### config.mk
export PLATFORM = sky130hd
export DESIGN_NAME = adder0_accum
export DESIGN_NICKNAME = d
export VERILOG_FILES = /design/src/rtl/adder0_accum.sv
export SDC_FILE = /design/constraint.sdc
export NUM_CORES = 1
export LEC_CHECK = 0
export CAP_MARGIN = 20
export CORE_MARGIN = 10
export CORE_UTILIZATION = 40
export CTS_BUF_LIST = sky130_fd_sc_hd__clkbuf_8
export DETAILED_ROUTE_END_ITERATION = 12
export PLACE_DENSITY = 0.84
export REMOVE_ABC_BUFFERS = 1
export SYNTH_ARGS = -nofsm -noshare
export SYNTH_HDL_FRONTEND = slang
export SYNTH_SLANG_ARGS = --single-unit
### constraint.sdc
create_clock -name wb_clk_i -period 2.6 [get_ports wb_clk_i]
set_clock_uncertainty 0.2 [all_clocks]
set_input_delay 0.52 -clock wb_clk_i [delete_from_list [all_inputs] [get_ports wb_clk_i]]
set_output_delay 0.52 -clock wb_clk_i [all_outputs]
set_load 0.1 [all_outputs]
### src/rtl/adder0_accum.sv
`default_nettype none
// ============================================================================
// Module      : adder0_accum
// Description : Burst accumulate stage wrapped around the combinational 8-bit
//               adder0. The block takes LEN samples on a valid/ready input
//               stream and sums them modulo 256. It rebuilds each carry-out
//               from the adder operands and sum, because adder0 does not
//               provide one, and counts them. The result is then held on a
//               valid/ready output until the consumer accepts it.
// Revision    : 1.0 - initial release
// ----------------------------------------------------------------------------
// Optional feature macro: ADDER0_ACCUM_SAT_EN
//   When defined, a handshake that produces a carry-out loads 0xFF into the
//   accumulator instead of the wrapped sum, so the result saturates.
//   When undefined, the accumulator wraps modulo 256.
// ----------------------------------------------------------------------------
// Ports:
//   wb_clk_i     in   1      clock, rising edge
//   rst_n        in   1      asynchronous active-low reset
//   start        in   1      begin a burst (sampled in IDLE only)
//   len          in   LEN_W  burst length, sampled with start
//   in_valid     in   1      sample valid
//   in_data      in   8      sample value
//   in_ready     out  1      sample accepted this cycle (ACCUM)
//   add_a        out  8      adder0 a_in
//   add_b        out  8      adder0 b_in
//   add_sum      in   8      adder0 sum (combinational)
//   out_valid    out  1      result valid (HOLD)
//   out_ready    in   1      consumer accepts result
//   out_data     out  8      accumulated sum
//   out_carries  out  LEN_W  number of carry-outs during the burst
//   busy         out  1      any state other than IDLE
// ============================================================================
module adder0_accum #(
  parameter int LEN_W = 4
) (
  input  logic             wb_clk_i,
  input  logic             rst_n,
  input  logic             start,
  input  logic [LEN_W-1:0] len,
  input  logic             in_valid,
  input  logic [7:0]       in_data,
  output logic             in_ready,
  output logic [7:0]       add_a,
  output logic [7:0]       add_b,
  input  logic [7:0]       add_sum,
  output logic             out_valid,
  input  logic             out_ready,
  output logic [7:0]       out_data,
  output logic [LEN_W-1:0] out_carries,
  output logic             busy
);

  typedef enum logic [1:0] {
    S_IDLE  = 2'd0,
    S_ACCUM = 2'd1,
    S_HOLD  = 2'd2
  } state_t;

  state_t           state_q, state_d;
  logic [7:0]       acc_q, acc_d;
  logic [LEN_W-1:0] carries_q, carries_d;
  logic [LEN_W-1:0] remaining_q, remaining_d;

  logic             carry_out;
  logic             accept;

  // Adder operands. Outside ACCUM the b operand is zero, and add_sum is ignored.
  assign add_a = acc_q;
  assign add_b = (state_q == S_ACCUM) ? in_data : 8'h00;

  // Carry-out of an 8-bit add, derived from the operand and sum MSBs. Both
  // operands set means a carry. Operands that differ in the MSB carry only
  // when the sum MSB has cleared.
  assign carry_out = (add_a[7] & add_b[7]) | ((add_a[7] ^ add_b[7]) & ~add_sum[7]);

  assign in_ready    = (state_q == S_ACCUM);
  assign out_valid   = (state_q == S_HOLD);
  assign busy        = (state_q != S_IDLE);
  assign out_data    = acc_q;
  assign out_carries = carries_q;

  assign accept = in_valid & in_ready;

  always_comb begin
    state_d     = state_q;
    acc_d       = acc_q;
    carries_d   = carries_q;
    remaining_d = remaining_q;

    unique case (state_q)
      S_IDLE: begin
        if (start) begin
          acc_d     = 8'h00;
          carries_d = '0;
          if (len != '0) begin
            remaining_d = len;
            state_d     = S_ACCUM;
          end else begin
            state_d = S_HOLD;
          end
        end
      end

      S_ACCUM: begin
        if (accept) begin
`ifdef ADDER0_ACCUM_SAT_EN
          acc_d = carry_out ? 8'hFF : add_sum;
`else
          acc_d = add_sum;
`endif
          carries_d   = carries_q + LEN_W'(carry_out);
          remaining_d = remaining_q - LEN_W'(1);
          if (remaining_q == LEN_W'(1)) begin
            state_d = S_HOLD;
          end
        end
      end

      S_HOLD: begin
        if (out_ready) begin
          state_d = S_IDLE;
        end
      end

      default: begin
        state_d = S_IDLE;
      end
    endcase
  end

  always_ff @(posedge wb_clk_i or negedge rst_n) begin
    if (!rst_n) begin
      state_q     <= S_IDLE;
      acc_q       <= 8'h00;
      carries_q   <= '0;
      remaining_q <= '0;
    end else begin
      state_q     <= state_d;
      acc_q       <= acc_d;
      carries_q   <= carries_d;
      remaining_q <= remaining_d;
    end
  end

endmodule
`default_nettype wire

==> results of run 1 <==
## layout by cell type (no fill, tap or decap), types with 2 or more instances in the layout
cell,count
dfrtp_1,18
and2_1,8
a21oi_1,3
inv_1,5
o221a_1,2
buf_4,27
or3_1,2
ha_1,5
o21ai_0,5
clkbuf_8,4
nand2_1,3
a22o_1,10
buf_12,10
clkdlybuf4s50_1,24
nor2_1,2
## sequential cells by signal (all words and copies together), names as in the netlist
| signal | cells |
|---|---|
| add_a | 8 |
| out_carries | 4 |
| remaining_q | 4 |
| state_q | 2 |
## cell families (layout without fill, tap and decap cells)
kind of cell	count (synthesis)	count (layout)	share of synthesized area
adder cells (fa/ha/maj)	5	5	0.0582
buffers and inverters	17	70	0.109
flip-flops	18	18	0.419
AO/OA/AOI/OAI	28	28	0.204
AND/OR/NAND/NOR	29	29	0.210
## worst max-delay path by stage
stage / from / end / slack [ns]
3_5_place_dp: in_data[7] / out_carries[2] / -0.002
2_1_floorplan: state_q[0] / out_carries[1] / -1.86
6_report: in_data[7] / out_carries[2] / 0.26
4_1_cts: in_data[7] / out_carries[2] / 0.27
3_3_place_gp: in_data[7] / out_carries[2] / 0.08
5_1_grt: in_data[7] / out_carries[2] / 0.1
## layout make-up
cell class / count / area, um^2 / share of cell area
inverter: 5 / 18.8 / 0.0110
sequential: 18 / 450 / 0.263
tap: 30 / 37.5 / 0.0219
multi-input combinational: 62 / 507 / 0.296
timing repair buffer: 61 / 643 / 0.376
clock buffer: 4 / 55.1 / 0.0322
## per-layer routing
metal / routed length [um] / share of wire
met2: 1600 / 0.52
met5: 0 / 0
met4: 0 / 0
met1: 1190 / 0.39
met3: 282 / 0.092
## worst max-delay path, cell delays in order
cell	delay, ns
clkdlybuf4s50_1	0.38
and2_1	0.15
ha_1	0.27
a21o_1	0.11
ha_1	0.18
ha_1	0.14
inv_1	0.04
or3_1	0.37
a21oi_1	0.15
## per-stage QoR
step                      setup WS [ns]  hold slack (ns)   util  std cells   TNS, ns
after detailed placement       -0.00222            0.310  0.657        176  -0.00222
after global routing             0.0968            0.351  0.679        180         0
after CTS                         0.267            0.334  0.679        180         0
final                             0.263            0.331  0.679        180         0
after global placement           0.0829            0.310  0.657        176         0
after floorplan                   -1.86           0.0244      -         85    -15.71
==> flow_metrics.env, run 1 <==
export IMPL_timing_critical_path_to_type="flop"
export IMPL_cts_sinks=18
export IMPL_num_io_pins=56
export IMPL_min_to="add_a[5]"
export IMPL_seq_area_frac_synth=0.419
export IMPL_finalSetupViolations=0
export IMPL_fmax_ghz=0.428
export IMPL_die_w_um=71.8
export IMPL_synthArstFlopShare=1.00
export IMPL_wl_um=3080
export IMPL_cp_max_fo=2
export IMPL_outcome="finished clean"
export IMPL_yosysWarnings=0
export IMPL_yosys_top_cells_count="18 x dfrtp_1, 10 x a22o_1, 8 x and2_1, 8 x buf_4"
export IMPL_clk_pin_slew_ns=0.07
export IMPL_num_vias=958
export IMPL_gr_usage_met3=0.0455
export IMPL_grt_busiest_layer="met2"
export IMPL_cts_root_buf="clkbuf_8"
export IMPL_syn_inst=97
export IMPL_period_minus_slack_ns=2.34
export IMPL_synth_edf_count=0
export IMPL_drive_gt1_frac=0.313
export IMPL_yosysUniqueCellTypes=36
export IMPL_antenna_found_initial=0
export IMPL_dr_pass1_iters=4
export IMPL_hold_violations=0
export IMPL_place_congestion=0.784
export IMPL_rsz0062_at_grt="false"
export IMPL_use_met2=0.212
export IMPL_grt_pass1_vias=1097
export IMPL_crit_arrival_ns=2.31
export IMPL_antennaDiodeCount=0
export IMPL_grt_use_met1=0.126
export IMPL_rows=18
export IMPL_period_share=0.899
export IMPL_place_detailed_hpwl_um=2550
export IMPL_r2r_end="out_carries[2]"
export IMPL_worstSkewPairLatency_ns=0.25
export IMPL_cts_repair_resized=0
export IMPL_cts_tree="done"
export IMPL_cts_max_level=1
export IMPL_overflow=0
export IMPL_grt_pass1_wl_um=5220
export IMPL_core_area_um2=2520
export IMPL_grt_max_degree=19
export IMPL_drt_iter0_markers=10
export IMPL_yosys_area_top_type_share=0.419
export IMPL_numCtsBuffers=3
export IMPL_yosysMostFrequentCell="dfrtp_1"
export IMPL_synthToLayoutAreaGrowth_pct=59.3
export IMPL_track_usage=0.118
export IMPL_hold_path_class="reg2reg"
export IMPL_fin_area_um2=1710
export IMPL_critPathKind="in2reg"
export IMPL_dieArea_um2=5160
export IMPL_r2r_cells=10
export IMPL_ys_seq_elements=18
export IMPL_hp_start="add_a[5]"
export IMPL_final_antenna_net_count=0
export IMPL_fin_nets=181
export IMPL_r2r_start="state_q[0]"
export IMPL_syn_cell_area_um2=1070
export IMPL_synth_area_leaders="dfrtp_1 42%, a22o_1 8.1%, ha_1 5.8%, buf_4 5.6%, and2_1 4.7%"
export IMPL_avgSynthCellArea_um2=11.1
export IMPL_relSlewSlack=0.703
export IMPL_cts_buffer_depth=2
export IMPL_whs_path_depth=1
export IMPL_drc_errors=0
export IMPL_synth_ff_type="dfrtp_1"
export IMPL_die_h_um=71.8
export IMPL_post_cts_setup_buffer_count=0
export IMPL_cp_required_ns=2.58
export IMPL_cts_hold_buffers_added=0
export IMPL_max_slew_worst_pin_slew_ns=0.439
export IMPL_wl_per_cell_um=17.1
export IMPL_reg2reg_slack_ns=0.40
export IMPL_initial_utilization=0.426
export IMPL_slew_viol_final=0
export IMPL_routed_via_density=5.32
export IMPL_max_cap_violations=0
export IMPL_startpoint_type="input pin"
export IMPL_placed_cell_area_um2=1660
export IMPL_fill_cells=196
export IMPL_synth_top_cell_by_area="dfrtp_1"
export IMPL_port_buffers=55
Power of run 1 is not shown: default switching activity piles up to over one toggle a cycle in this logic, so the estimate is an artifact.
==> run 2: changes to the inputs <==
--- a/config.mk
+++ b/config.mk
@@ -15,3 +15,4 @@
 export SYNTH_ARGS = -nofsm -noshare
 export SYNTH_HDL_FRONTEND = slang
 export SYNTH_SLANG_ARGS = --single-unit
+export TNS_END_PERCENT = 20
==> results of run 2 <==
Final layout, timing and power as in run 1 (identical DEF).
Power of run 2 is left out for the same reason.
==> run 3: changes to the inputs <==
--- a/config.mk
+++ b/config.mk
@@ -6,11 +6,13 @@
 export NUM_CORES = 1
 export LEC_CHECK = 0
 export CAP_MARGIN = 20
+export CELL_PAD_IN_SITES_DETAIL_PLACEMENT = 1
+export CELL_PAD_IN_SITES_GLOBAL_PLACEMENT = 2
 export CORE_MARGIN = 10
-export CORE_UTILIZATION = 40
+export CORE_UTILIZATION = 23
 export CTS_BUF_LIST = sky130_fd_sc_hd__clkbuf_8
 export DETAILED_ROUTE_END_ITERATION = 12
-export PLACE_DENSITY = 0.84
+export PLACE_DENSITY = 0.83
 export REMOVE_ABC_BUFFERS = 1
 export SYNTH_ARGS = -nofsm -noshare
 export SYNTH_HDL_FRONTEND = slang
==> run 3 against run 2 <==
  * Worst hold slack improved by 0.0051 ns
  * Fmax about the same
  * Non-clock buffer count unchanged
  * Flip-flop and latch count stayed put
  * Sequential share of layout area fell by 0.60 points
  * Routed wire length rose by 20%
  * Die area grew 51%
  * Critical path depth did not move
  * Via count up 3.5%
  * Final cell count is 12% higher
  * First-iteration DRC count rose to 6.2 times the previous value
  * Critical endpoint unchanged
  * Highest routed layer is now met4
==> flow_metrics.env, run 3 (synthesized netlist as in run 1, its figures left out) <==
export IMPL_outcome="finished clean"
export IMPL_r2r_cells=10
export IMPL_cts_root_buf="clkbuf_8"
export IMPL_wl_per_cell_um=18.3
export IMPL_worstSkewPairLatency_ns=0.26
export IMPL_critPathKind="in2reg"
export IMPL_finalSetupViolations=0
export IMPL_cts_sinks=18
export IMPL_die_h_um=88.4
export IMPL_routed_via_density=4.91
export IMPL_die_w_um=88.4
export IMPL_dr_pass1_iters=4
export IMPL_cts_hold_buffers_added=0
export IMPL_core_area_um2=4440
export IMPL_layout_common_cells="26 x buf_4, 24 x clkdlybuf4s50_1, 18 x dfrtp_1"
export IMPL_post_cts_setup_buffer_count=0
export IMPL_cts_tree="done"
export IMPL_timing_critical_path_to_type="flop"
export IMPL_max_slew_worst_pin_slew_ns=0.378
export IMPL_max_cap_violations=0
export IMPL_overflow=0
export IMPL_fin_ws_ns=0.262
export IMPL_period_share=0.899
export IMPL_largest_reg_flops=8
export IMPL_place_inst=198
export IMPL_synthToLayoutAreaGrowth_pct=63.0
export IMPL_cp_max_fo=2
export IMPL_finalNonFillerCells=202
export IMPL_fin_nets=181
export IMPL_cts_repair_resized=0
export IMPL_grt_max_degree=19
export IMPL_num_io_pins=56
export IMPL_use_met2=0.190
export IMPL_final_antenna_net_count=0
export IMPL_crit_arrival_ns=2.32
export IMPL_period_minus_slack_ns=2.34
export IMPL_relSlewSlack=0.744
export IMPL_dieArea_um2=7810
export IMPL_startpoint="in_data[7]"
export IMPL_rows=24
export IMPL_final_common_cell="buf_4"
export IMPL_drc_errors=0
export IMPL_pre_cts_slack_ns=-0.00643
export IMPL_r2r_start="state_q[0]"
export IMPL_track_usage=0.0985
export IMPL_fin_setup_tns_ns=0
export IMPL_rsz0062_at_grt="false"
export IMPL_r2r_end="out_carries[2]"
export IMPL_grt_busiest_layer="met2"
export IMPL_gr_usage_met3=0.0368
export IMPL_port_buffers=55
export IMPL_wl_um=3700
export IMPL_slew_viol_final=0
export IMPL_clk_pin_slew_ns=0.07
export IMPL_initial_utilization=0.242
export IMPL_cts_buffer_depth=2
export IMPL_numCtsBuffers=3
export IMPL_drt_iter0_markers=62
export IMPL_drive_gt1_frac=0.313
export IMPL_grt_use_met1=0.0897
export IMPL_cp_required_ns=2.58
export IMPL_fmax_ghz=0.428
export IMPL_grt_pass1_vias=1137
export IMPL_place_detailed_hpwl_um=3050
export IMPL_utilization=0.394
export IMPL_hold_violations=0
export IMPL_grt_pass1_wl_um=5950
export IMPL_antenna_found_initial=0
export IMPL_cts_max_level=1
export IMPL_place_congestion=0.705
export IMPL_num_vias=992
export IMPL_hold_path_class="reg2reg"
export IMPL_reg2reg_slack_ns=0.38
export IMPL_startpoint_type="input pin"
export IMPL_endpoint="out_carries[2]"
export IMPL_antennaDiodeCount=0
## run 3: metrics by stage
| step | cell area [um^2] | hold slack (ns) |
|---|---|---|
| 4_1_cts | 1750 | 0.344 |
| 2_1_floorplan | 976 | 0.0244 |
| 3_3_place_gp | 1700 | 0.313 |
| 5_1_grt | 1750 | 0.364 |
| 3_5_place_dp | 1700 | 0.319 |
| 6_report | 1750 | 0.337 |
## run 3: cell type report
type,count,area [um^2]
clock buffer,4,55.1
inverter,5,18.8
timing repair buffer,61,656
fill,497,2690
multi-input combinational,62,507
tap,52,65.1
sequential,18,450
## run 3: worst min path at each step
stage | startpoint | endpoint | slack, ns | cells past startpoint
2_1_floorplan | rst_n | add_a[0] | 0.02 | 0
6_report | add_a[4] | add_a[4] | 0.34 | 1
3_5_place_dp | add_a[4] | add_a[4] | 0.32 | 1
3_3_place_gp | add_a[5] | add_a[5] | 0.31 | 1
4_1_cts | add_a[4] | add_a[4] | 0.34 | 1
5_1_grt | add_a[3] | add_a[3] | 0.36 | 1
## run 3: metal layers
metal	part of all wire	vias to the layer above
met5	0	-
met4	0.021	0
met3	0.087	7
met2	0.56	35
met1	0.33	494
li1	-	456
## run 3: worst max-delay path: stages
cell             delay, ns
clkdlybuf4s50_1       0.39
and2_1                0.15
ha_1                  0.29
a21o_1                0.11
ha_1                  0.16
ha_1                  0.15
inv_1                 0.04
or3_1                 0.36
a21oi_1               0.15
Power of run 3 is left out for the same reason.
